$ cat src/rtl/bec_la_host_if.sv
// Logic-analyzer bus between the BEC host sequencer and the controller.
// la_drv feeds the controller's la_data_in; la_mon carries its la_data_out back.
interface bec_la_host_if;
    logic [127:0] la_drv;
    logic [127:0] la_mon;

    modport master (output la_drv, input la_mon);
    modport slave  (input la_drv, output la_mon);
endinterface

$ cat src/rtl/bec_la_host.sv
// Host-side sequencer for the BEC LA operand/result protocol: arms write mode, pushes 14
// operand half-words, starts the core, polls for completion, reads wout/zout, releases.
module bec_la_host #(
    parameter int unsigned ACK_TIMEOUT  = 64,
    parameter int unsigned PROC_TIMEOUT = 2**20,
    parameter int unsigned ARM_CYCLES   = 2
) (
    input  logic               clk,
    input  logic               rst,
    input  logic               start,
    input  logic [162:0]       w1,
    input  logic [162:0]       z1,
    input  logic [162:0]       w2,
    input  logic [162:0]       z2,
    input  logic [162:0]       inv_w0,
    input  logic [162:0]       d,
    input  logic [162:0]       key,
    bec_la_host_if.master      la,
    output logic [162:0]       wout,
    output logic [162:0]       zout,
    output logic               busy,
    output logic               done,
    output logic               err,
    output logic [1:0]         err_code
);

    localparam int unsigned OP_W      = 163;
    localparam int unsigned LO_W      = 82;
    localparam int unsigned NUM_OPS   = 7;
    localparam int unsigned NUM_WORDS = 14;
    localparam int unsigned SEL_W     = 14;
    localparam int unsigned TMO_A     = (ACK_TIMEOUT > ARM_CYCLES) ? ACK_TIMEOUT : ARM_CYCLES;
    localparam int unsigned TMO_MAX   = (PROC_TIMEOUT > TMO_A) ? PROC_TIMEOUT : TMO_A;
    localparam int unsigned CNT_W     = $clog2(TMO_MAX + 1);

    localparam logic [15:0] CMD_ARM  = 16'hAB30;
    localparam logic [15:0] CMD_GO   = 16'hAB41;
    localparam logic [15:0] CMD_POLL = 16'hAB00;
    localparam logic [15:0] CMD_RD1  = 16'hAB04;
    localparam logic [15:0] CMD_RD2  = 16'hAB08;
    localparam logic [15:0] CMD_RD3  = 16'hAB0C;
    localparam logic [15:0] CMD_REL  = 16'hAB50;

    localparam logic [7:0] TAG_POLL = 8'hC4;
    localparam logic [7:0] TAG_RD1  = 8'hC8;
    localparam logic [7:0] TAG_RD2  = 8'hCC;
    localparam logic [7:0] TAG_RD3  = 8'hD0;

    localparam logic [1:0] ERR_ACK  = 2'b01;
    localparam logic [1:0] ERR_PROC = 2'b10;
    localparam logic [1:0] ERR_COLL = 2'b11;

    typedef enum logic [3:0] {
        S_IDLE, S_ARM, S_WRITE, S_GO, S_POLL, S_RD1, S_RD2, S_RD3, S_RELEASE
    } state_e;

    state_e                          state_q, state_d;
    logic [3:0]                      k_q, k_d;
    logic [CNT_W-1:0]                cnt_q, cnt_d;
    logic [NUM_OPS-1:0][OP_W-1:0]    ops_q, ops_d;
    logic [OP_W-1:0]                 wout_q, wout_d;
    logic [OP_W-1:0]                 zout_q, zout_d;
    logic                            busy_q, busy_d;
    logic                            done_q, done_d;
    logic                            err_q, err_d;
    logic [1:0]                      err_code_q, err_code_d;
    logic [127:0]                    la_drv_q, la_drv_d;

    logic [7:0]                      tag;
    logic                            ack_tmo, proc_tmo, arm_done, wr_ack;
    logic                            abort;
    logic [1:0]                      abort_code;
    logic [3:0]                      nxt_k;
    logic [LO_W-1:0]                 nxt_word;
    logic                            nxt_collide;
    logic                            unused_mon;

    // Half-word k (1-based): odd k is the hi half of operand (k-1)/2, even k the lo half.
    function automatic logic [LO_W-1:0] word_of(input logic [NUM_OPS-1:0][OP_W-1:0] ops,
                                                input logic [3:0] k);
        logic [3:0]      idx;
        logic [OP_W-1:0] op;
        idx = (k - 4'd1) >> 1;
        if (idx > 4'(NUM_OPS - 1)) idx = 4'(NUM_OPS - 1);
        op = ops[idx];
        if (k[0]) return {1'b0, op[OP_W-1:LO_W]};
        return op[LO_W-1:0];
    endfunction

    function automatic logic [SEL_W-1:0] therm(input logic [3:0] k);
        logic [SEL_W-1:0] t;
        for (int unsigned i = 0; i < SEL_W; i++) t[i] = (4'(i) < k);
        return t;
    endfunction

    assign tag        = la.la_mon[127:120];
    assign ack_tmo    = (cnt_q == CNT_W'(ACK_TIMEOUT - 1));
    assign proc_tmo   = (cnt_q == CNT_W'(PROC_TIMEOUT - 1));
    assign arm_done   = (cnt_q == CNT_W'(ARM_CYCLES - 1));
    assign wr_ack     = (k_q == 4'(NUM_WORDS)) ? (la.la_mon[127:122] == 6'b011110)
                                               : (la.la_mon[125:122] == k_q);
    assign unused_mon = ^{la.la_mon[121:114], la.la_mon[31:0]};

    // Next-state, capture and registered-output computation.
    always_comb begin
        state_d    = state_q;
        k_d        = k_q;
        ops_d      = ops_q;
        wout_d     = wout_q;
        zout_d     = zout_q;
        busy_d     = busy_q;
        done_d     = 1'b0;
        err_d      = err_q;
        err_code_d = err_code_q;
        abort      = 1'b0;
        abort_code = 2'b00;

        // The word about to be driven is screened so its cmd overlap can never read as GO.
        nxt_k       = (state_q == S_WRITE && k_q != 4'(NUM_WORDS)) ? k_q + 4'd1 : 4'd1;
        nxt_word    = word_of(ops_q, nxt_k);
        nxt_collide = (nxt_word[31:16] == CMD_GO);

        case (state_q)
            S_IDLE: begin
                if (start && !done_q) begin
                    ops_d      = {key, d, inv_w0, z2, w2, z1, w1};
                    err_d      = 1'b0;
                    err_code_d = 2'b00;
                    busy_d     = 1'b1;
                    k_d        = 4'd0;
                    state_d    = S_ARM;
                end
            end
            S_ARM: begin
                if (arm_done) begin
                    if (nxt_collide) begin
                        abort      = 1'b1;
                        abort_code = ERR_COLL;
                    end else begin
                        k_d     = nxt_k;
                        state_d = S_WRITE;
                    end
                end
            end
            S_WRITE: begin
                if (wr_ack) begin
                    if (k_q == 4'(NUM_WORDS)) begin
                        state_d = S_GO;
                    end else if (nxt_collide) begin
                        abort      = 1'b1;
                        abort_code = ERR_COLL;
                    end else begin
                        k_d = nxt_k;
                    end
                end else if (ack_tmo) begin
                    abort      = 1'b1;
                    abort_code = ERR_ACK;
                end
            end
            S_GO: begin
                if (arm_done) state_d = S_POLL;
            end
            S_POLL: begin
                if (tag == TAG_POLL) begin
                    wout_d[162:82] = la.la_mon[112:32];
                    state_d        = S_RD1;
                end else if (proc_tmo) begin
                    abort      = 1'b1;
                    abort_code = ERR_PROC;
                end
            end
            S_RD1: begin
                if (tag == TAG_RD1) begin
                    wout_d[81:0] = la.la_mon[113:32];
                    state_d      = S_RD2;
                end else if (ack_tmo) begin
                    abort      = 1'b1;
                    abort_code = ERR_ACK;
                end
            end
            S_RD2: begin
                if (tag == TAG_RD2) begin
                    zout_d[162:82] = la.la_mon[112:32];
                    state_d        = S_RD3;
                end else if (ack_tmo) begin
                    abort      = 1'b1;
                    abort_code = ERR_ACK;
                end
            end
            S_RD3: begin
                if (tag == TAG_RD3) begin
                    zout_d[81:0] = la.la_mon[113:32];
                    state_d      = S_RELEASE;
                end else if (ack_tmo) begin
                    abort      = 1'b1;
                    abort_code = ERR_ACK;
                end
            end
            S_RELEASE: begin
                if (la.la_mon[127:122] == 6'd0) begin
                    done_d  = 1'b1;
                    busy_d  = 1'b0;
                    state_d = S_IDLE;
                end else if (ack_tmo) begin
                    abort      = 1'b1;
                    abort_code = ERR_ACK;
                end
            end
            default: state_d = S_IDLE;
        endcase

        if (abort) begin
            state_d    = S_IDLE;
            k_d        = 4'd0;
            busy_d     = 1'b0;
            err_d      = 1'b1;
            err_code_d = abort_code;
        end

        // Every state (and every new write word) starts its own timeout window.
        if (state_d != state_q || k_d != k_q || state_q == S_IDLE) cnt_d = '0;
        else                                                        cnt_d = cnt_q + CNT_W'(1);

        la_drv_d = '0;
        case (state_d)
            S_ARM:     la_drv_d[31:16] = CMD_ARM;
            S_WRITE: begin
                la_drv_d[95:82] = therm(k_d);
                la_drv_d[81:0]  = word_of(ops_q, k_d);
            end
            S_GO:      la_drv_d[31:16] = CMD_GO;
            S_POLL:    la_drv_d[31:16] = CMD_POLL;
            S_RD1:     la_drv_d[31:16] = CMD_RD1;
            S_RD2:     la_drv_d[31:16] = CMD_RD2;
            S_RD3:     la_drv_d[31:16] = CMD_RD3;
            S_RELEASE: la_drv_d[31:16] = CMD_REL;
            default:   la_drv_d = '0;
        endcase
    end

    always_ff @(posedge clk or posedge rst) begin
        if (rst) begin
            state_q    <= S_IDLE;
            k_q        <= '0;
            cnt_q      <= '0;
            ops_q      <= '0;
            wout_q     <= '0;
            zout_q     <= '0;
            busy_q     <= 1'b0;
            done_q     <= 1'b0;
            err_q      <= 1'b0;
            err_code_q <= 2'b00;
            la_drv_q   <= '0;
        end else begin
            state_q    <= state_d;
            k_q        <= k_d;
            cnt_q      <= cnt_d;
            ops_q      <= ops_d;
            wout_q     <= wout_d;
            zout_q     <= zout_d;
            busy_q     <= busy_d;
            done_q     <= done_d;
            err_q      <= err_d;
            err_code_q <= err_code_d;
            la_drv_q   <= la_drv_d;
        end
    end

    assign la.la_drv = la_drv_q;
    assign wout      = wout_q;
    assign zout      = zout_q;
    assign busy      = busy_q;
    assign done      = done_q;
    assign err       = err_q;
    assign err_code  = err_code_q;

endmodule

$ cat src/flat_wrapper.sv
// flat-port wrapper written by rule: the top's interface ports become plain ports
module bec_la_host_flat 
#(
    parameter int unsigned ACK_TIMEOUT  = 64,
    parameter int unsigned PROC_TIMEOUT = 2**20,
    parameter int unsigned ARM_CYCLES   = 2
)
  (clk, rst, start, w1, z1, w2, z2, inv_w0, d, key, wout, zout, busy, done, err, err_code, la_la_drv, la_la_mon);
  bec_la_host_if la_i ();
  input  logic clk;
  input  logic rst;
  input  logic start;
  input  logic [162:0] w1;
  input  logic [162:0] z1;
  input  logic [162:0] w2;
  input  logic [162:0] z2;
  input  logic [162:0] inv_w0;
  input  logic [162:0] d;
  input  logic [162:0] key;
  output logic [162:0] wout;
  output logic [162:0] zout;
  output logic busy;
  output logic done;
  output logic err;
  output logic [1:0] err_code;
  output wire logic [$bits(la_i.la_drv)-1:0] la_la_drv;
  input wire logic [$bits(la_i.la_mon)-1:0] la_la_mon;
  assign la_la_drv = la_i.la_drv;
  assign la_i.la_mon = la_la_mon;
  bec_la_host #(.ACK_TIMEOUT(ACK_TIMEOUT), .PROC_TIMEOUT(PROC_TIMEOUT), .ARM_CYCLES(ARM_CYCLES)) u_core (.clk(clk), .rst(rst), .start(start), .w1(w1), .z1(z1), .w2(w2), .z2(z2), .inv_w0(inv_w0), .d(d), .key(key), .la(la_i), .wout(wout), .zout(zout), .busy(busy), .done(done), .err(err), .err_code(err_code));
endmodule
$ cat config.mk
export PLATFORM = sky130hd
export DESIGN_NAME = bec_la_host_flat
export DESIGN_NICKNAME = d
export VERILOG_FILES = /design/src/rtl/bec_la_host_if.sv /design/src/rtl/bec_la_host.sv /design/src/flat_wrapper.sv
export SDC_FILE = /design/constraint.sdc
export NUM_CORES = 2
export LEC_CHECK = 0
export ABC_AREA = 1
export CAP_MARGIN = 40
export CORE_AREA = 2 2 672 674
export DETAILED_ROUTE_END_ITERATION = 8
export DIE_AREA = 0 0 674 676
export GPL_TIMING_DRIVEN = 0
export PLACE_DENSITY = 0.33
export SLEW_MARGIN = 10
export SYNTH_ARGS = -nofsm -noshare
export SYNTH_HDL_FRONTEND = slang
export SYNTH_SLANG_ARGS = --single-unit
export TNS_END_PERCENT = 5
$ cat constraint.sdc
create_clock -name clk -period 53.9 [get_ports clk]
set_input_delay 10.78 -clock clk [delete_from_list [all_inputs] [get_ports clk]]
set_output_delay 10.78 -clock clk [all_outputs]
set_load 0.05 [all_outputs]
# [Word-level counts from Yosys, hierarchy flattened]
# Index checks and enable logic that the tools add are counted.
[totals] ff_bits=1597
[classes] addsub=4 n_reduce_logical=17 eq_ne=32 muxes=76 order_cmp=18
[ops] op="binary-select mux 163 bit (select 3 bit)" n=2
[ops] op="two-way mux 82 bit" n=2
[ops] op="two-way mux 163 bit" n=1
[ops] op="one-hot mux 16 bit (8 select lines)" n=1
[ops] op="two-way mux 114 bit" n=1
[ops] op="two-way mux 4 bit" n=20
[ops] op="two-way mux 32 bit" n=2
[ops] op="two-way mux 64 bit" n=1
[ops] op="one-hot mux 4 bit (9 select lines)" n=1
[ops] op="== test 4 x 3 -> 1 bit, second input constant" n=8
[ops] op="== test 8 bit, second input constant" n=4
[ops] op="two-way mux 1 bit" n=25
[ops] op="< comparator 4 bit, first input constant" n=6
[ops] op="two-way mux 2 bit" n=12
[ops] op="adder 21 x 1 -> 21 bit, second input constant" n=1
[ops] op="== test 21 x 1 -> 1 bit, second input constant" n=1
[ops] op="== test 21 x 20 -> 1 bit, second input constant" n=1
[ops] op="== test 21 x 6 -> 1 bit, second input constant" n=1
[ops] op="two-way mux 21 bit" n=1
[ops] op="== test 16 bit, second input constant" n=1
[ops] op="== test 4 x 2 -> 1 bit, second input constant" n=4
[ops] op="< comparator 3 x 4 -> 1 bit, first input constant" n=4
[ops] op="two-way mux 16 bit" n=1
[ops] op="one-hot mux 2 bit (7 select lines)" n=1
[ops] op="26 further kinds" n=45

# [Logic depth before layout (Yosys ltp)]
[depth] depth_word=25 ltp_mapped=46 depth_no_buf=43

# [Worst setup path after synthesis]
# OpenSTA, ideal clock, no wires.
[synth_path] path_kind="input to register" from="input la_la_mon[124]" to="register u_core.la_drv_q[74], in the netlist u_core.la.la_drv[74]" path_buffers=3 setup_slack_ps=40118 cell_stages=23 arrival_time_ps=13665 required_time_ps=53782 setup_time_ps=118 cell_sequence="inv_1 -> nor4_1 -> nand3_1 -> nand2_1 -> o41ai_1 -> inv_1 -> o311a_1 -> o21ai_0 -> nand3_1 -> nand3_4 -> nor2_8 -> nand2_2 -> inv_1 -> ha_1 -> buf_2 -> inv_1 -> clkbuf_1 -> clkbuf_1 -> o211ai_1 -> nand2_1 -> nand2_1 -> nand3_1 -> nand2_1"
[synth_via] elab_chain_len=14 elab_cells_between_ends=38 classes_between="add/sub (1); order compare (1); eq/ne (7); mux (28); reduce/logical (1)"
[synth_lines] element="start, declared" line="flat_wrapper.sv:27" rtl="input wire logic [$bits(la_i.la_mon)-1:0] la_la_mon;"
[synth_lines] element="== test 6 x 5 -> 1 bit or == test 4 bit (tied branches)" line="bec_la_host.sv:100, bec_la_host.sv:101"
[synth_lines] element="two-way mux 1 bit" line="bec_la_host.sv:100" rtl="assign wr_ack = (k_q == 4'(NUM_WORDS)) ? (la.la_mon[127:122] == 6'b011110)"
[synth_lines] element="two-way mux 1 bit or two-way mux 4 bit (tied branches)" line="bec_la_host.sv:146" rtl="if (wr_ack) begin"
[synth_lines] element="one-hot mux 1 bit (7 select lines) or one-hot mux 4 bit (3 select lines) (tied branches)" line="bec_la_host.sv:123" rtl="case (state_q)"
[synth_lines] element="two-way mux 4 bit (*)" line="bec_la_host.sv:212" rtl="if (abort) begin"
[synth_lines] element="via u_core.k_d[0]" line="bec_la_host.sv:58" rtl="logic [3:0] k_q, k_d;"
[synth_lines] element="subtractor 4 x 1 -> 4 bit" line="bec_la_host.sv:83" rtl="idx = (k - 4'd1) >> 1;"
[synth_lines] element="> comparator 3 bit" line="bec_la_host.sv:84" rtl="if (idx > 4'(NUM_OPS - 1)) idx = 4'(NUM_OPS - 1);"
[synth_lines] element="two-way mux 3 bit" line="bec_la_host.sv:84"
[synth_lines] element="two-way mux 4 bit" line="bec_la_host.sv:225" rtl="case (state_d)"
[synth_lines] element="binary-select mux 163 bit (select 3 bit)" line="bec_la_host.sv:85" rtl="op = ops[idx];"
[synth_lines] element="two-way mux 163 bit (implied by the code)" line="bec_la_host.sv:85"
[synth_lines] element="two-way mux 82 bit" line="bec_la_host.sv:86" rtl="if (k[0]) return {1'b0, op[OP_W-1:LO_W]};"
[synth_lines] element="two-way mux 82 bit (*)" line="bec_la_host.sv:87" rtl="return op[LO_W-1:0];"
[synth_lines] element="two-way mux 64 bit (*)" line="bec_la_host.sv:225"
[synth_lines] element="via u_core.la_drv_d[74]" line="bec_la_host.sv:67" rtl="logic [127:0] la_drv_q, la_drv_d;"
[synth_lines] element="end signal, assigned" line="bec_la_host.sv:265" rtl="la_drv_q <= la_drv_d;"
[synth_lines] element="end, declared" line="bec_la_host.sv:67"
# The timed path passes the listed nets; every way through them passes the cells marked *. The select of a mux whose other input is x is not followed.
# A chain may end at the register's enable or synchronous reset.

# [Worst setup path in the final report]
[layout_path] from="input la_la_mon[121]" to="register u_core.la_drv_q[20], in the netlist u_core.la.la_drv[20]"
[layout_via] elab_chain_len=13 elab_cells_between_ends=35 classes_between="add/sub (1); order compare (1); eq/ne (12); mux (21)"
[layout_lines] element="== test 8 bit, on equally long branches"
[layout_lines] element="two-way mux 1 bit, on equally long branches"
[layout_lines] element="one-hot mux 1 bit (7 select lines)" line="bec_la_host.sv:123"
[layout_lines] element="two-way mux 4 bit" line="bec_la_host.sv:212"
[layout_lines] element="subtractor 4 x 1 -> 4 bit" line="bec_la_host.sv:83"
[layout_lines] element="> comparator 3 bit" line="bec_la_host.sv:84"
[layout_lines] element="two-way mux 3 bit" line="bec_la_host.sv:84"
[layout_lines] element="two-way mux 4 bit" line="bec_la_host.sv:225"
[layout_lines] element="binary-select mux 163 bit (select 3 bit)" line="bec_la_host.sv:85"
[layout_lines] element="two-way mux 163 bit (implied by the code)" line="bec_la_host.sv:85"
[layout_lines] element="two-way mux 82 bit" line="bec_la_host.sv:86"
[layout_lines] element="two-way mux 82 bit" line="bec_la_host.sv:87"
[layout_lines] element="one-hot mux 16 bit (8 select lines) (*)" line="bec_la_host.sv:225"
[layout_lines] element="via u_core.la_drv_d[20]" line="bec_la_host.sv:67"
# Marked as above.

==> reports/summary.txt <==
Top-area cell type share of the netlist area - 55.1%
Leakage - 49.7 nW
VDD IR max - 0.0852 mV
Xor/xnor share of the synthesized area - 0.254%
CP Capture Type - register
Post-Synth Adder-Cell Area - 0.138%
Final Cycle Share - 31.4%
Vias - 73182
Cell Pwr Density - 80.2 nW/um2
Post-synth ARST share - 100%
Yosys warning count - 0
CP max stage delay - 740 ps
Fin Clk Skew - 89.0 ps
Share of layout cells above drive strength 1 - 8.12%
Setup tns final - 0 ps
DRT Pass-1 Iters - 7
Post-synth cell types - 57
Skew-Pair Late Insertion Delay - 960 ps
Cts repair resizes - 0
Worst Hold Class - reg -> reg
Vias in the first global route - 73010
Synth Area in Simple Gates - 23.7%
Synth Area in Compound Gates - 13.2%
Final Slew Violations - 0
Initial antenna violation count - 347
P&R area growth vs syn - 47.8%
Area leader, netlist - dfrtp_1
Starting Density - 16.2%
GP Congestion - 0.906
Post-DRT Antenna Nets - 0
CP Launch Type - input pin
CP max-delay cell - clkbuf_1
Row count - 246
Main combinational cell family by area after synthesis - simple AND/OR/NAND/NOR gates
Status - complete, no violations
H-Tree Depth - 4
Slew margin rel. - 36.2%
Clock buffer depth - 4
Synth area leaders - dfrtp_1, nand2_1, o21ai_0
Cells after Synth - 8857
GRT Resource Usage Total - 24.0%
Largest net degree at the start of global routing - 38
Fmax - 0.0591 GHz
Share of the yosys chip area belonging to registers - 55.1%
Filler cells - 49414
GRT overflow - 0
CP arrival - 17660 ps
Post-synthesis mux area share - 0.0276%
Design Power - 8.60 mW
Top_reg_cell synth - dfrtp_1
Final setup vio count - 0
Hold-fix buffer count after cts - 0
Area taken by multi-input logic gates - 27200 um2
Mapped Area - 72500 um2
First-pass GRT wire length - 724000 um
Die height - 676 um
Core area - 448000 um2
Critical path fanouts, max - 10
Dpl ws - 36110 ps
Layout Cells excl Fill - 17147
I/O Buffers - 1660
EDFF count, synth - 0
DRC errors left - 0
Detailed placement HPWL - 474000 um
Yosys reg bits - 1597
Root buffer cell - clkbuf_16
Crit Path Category - in -> reg
Min Tclk post-route - 16910 ps
Drt initial violations - 7006
CTS buffer count - 215
Die width - 674 um
Crit path cell chain - clkdlybuf4s50_1 > nor2_1 > inv_1 > nor3_1 > o41ai_1 > inv_1 > o311a_1 > o21ai_0 > nand3_1 > nand3_4 > nor2_8 > nand2_2 > ha_1 > inv_1 > nand2_1 > nand2_4 > nand2_2 > inv_2 > buf_4 > clkbuf_1 > a31oi_1 > nand2_1 > nand3_1
Detailed Route WL - 564000 um
Final Hold Viols - 0
Worst setup margin - 36990 ps
Placed insts - 16662
Clock Sinks - 1597
Drt wl/cell - 32.9 um
CTS tree - done
Die ar. - 456000 um2
RSZ-0062 raised after global routing - no
Worst Tran Pin Value - 957 ps
Net count, final - 12209
Req. time, crit path - 54650 ps
Max-Cap Viols - 0
Worst-path clk slew - 60 ps
Post-Synthesis Mean Instance Area - 8.19 um2
Worst path most repeated cell - inv_1
Post-CTS Setup Bufs - 0
Register area - 40000 um2
Vias per Instance - 4.27
Ports - 1731
layout make-up:
cell class	instances	share of cell area, %
sequential	1597	37.3
multi-input combinational	5986	25.4
timing repair buffer	1824	18.2
tap	5952	6.95
clock buffer	320	5.94
buffer	584	2.65
inverter	721	2.53
clock inverter	65	0.830
antenna	98	0.229
per-layer routing:
metal / GRT usage [%] / vias to the layer above / routed length [um]
met1: 29.5 / 36771 / 230000
met4: 8.79 / 54 / 24800
met2: 42.2 / 3113 / 280000
li1: - / 32300 / -
met5: 0 / - / 351
met3: 3.58 / 944 / 29400
cells by family after synthesis:
family / Yosys count
buffers and inverters: 1305
AND/OR/NAND/NOR: 4378
XOR/XNOR: 21
adder cells (fa/ha/maj): 8
AO/OA/AOI/OAI: 1545
other: 1
multiplexers: 2
flip-flops: 1597
power by group:
| group | internal [mW] | switching, mW |
|---|---|---|
| logic | 1.30 | 3.84 |
| clock network | 0.887 | 0.629 |
| registers | 1.66 | 0.282 |
cell usage after synthesis, types with 43 or more instances:
cell,number
nand3_1,250
o211a_1,66
a21oi_1,131
buf_6,44
o211ai_2,133
dfrtp_1,1597
inv_1,694
nor2_1,97
o21ai_0,981
clkbuf_1,431
buf_2,52
nand2_1,3914
o211ai_1,165
buf_4,43
final timing paths:
path                       slack [ps]  depth (start not counted)                   end          startpoint
setup reg to reg                43760                         37  u_core.la.la_drv[20]       u_core.k_q[0]
max in group asynchronous       40950                         11    u_core.ops_q[1034]                 rst
hold / removal                    470                          2    u_core.ops_q[1058]  u_core.ops_q[1058]
min in group asynchronous       10380                          2  u_core.la.la_drv[11]                 rst
setup / recovery                36990                         23  u_core.la.la_drv[20]      la_la_mon[121]
hold reg to reg                   470                          2    u_core.ops_q[1058]  u_core.ops_q[1058]
flip-flops by register name (all words and copies together), names as in the netlist:
signal,flops
u_core.la.la_drv,96
u_core.zout,163
u_core.done,1
u_core.err_code,2
u_core.busy,1
u_core.err,1
u_core.ops_q,1141
u_core.k_q,4
u_core.state_q,4
u_core.cnt_q,21
u_core.wout,163
cells in the final DEF (no fill, tap or decap), types with 131 or more instances in the layout:
| master | instances |
|---|---|
| clkdlybuf4s50_1 | 1660 |
| o211ai_1 | 165 |
| o211ai_2 | 133 |
| a21oi_1 | 131 |
| nand2_1 | 3914 |
| clkbuf_1 | 431 |
| nand3_1 | 250 |
| dfrtp_1 | 1597 |
| o21ai_0 | 981 |
| clkbuf_16 | 217 |
| inv_1 | 693 |
through the flow:
| step | utilization, % | hold slack (ps) | instance area (um2) |
|---|---|---|---|
| 2_1_floorplan | - | 437 | 72600 |
| 3_3_place_gp | 21.6 | 451 | 96700 |
| 3_5_place_dp | 22.2 | 453 | 99600 |
| 4_1_cts | 23.9 | 467 | 107000 |
| 5_1_grt | 23.9 | 483 | 107000 |
| 6_report | 23.9 | 466 | 107000 |
critical path: cells and delay by family:
| family | cells | cell delay [ps] |
|---|---|---|
| buf+inv | 7 | 2600 |
| simple gates | 11 | 3020 |
| fa+ha+maj | 1 | 300 |
| compound gates | 4 | 820 |
Note: power is estimated with default switching activity, not from simulation.
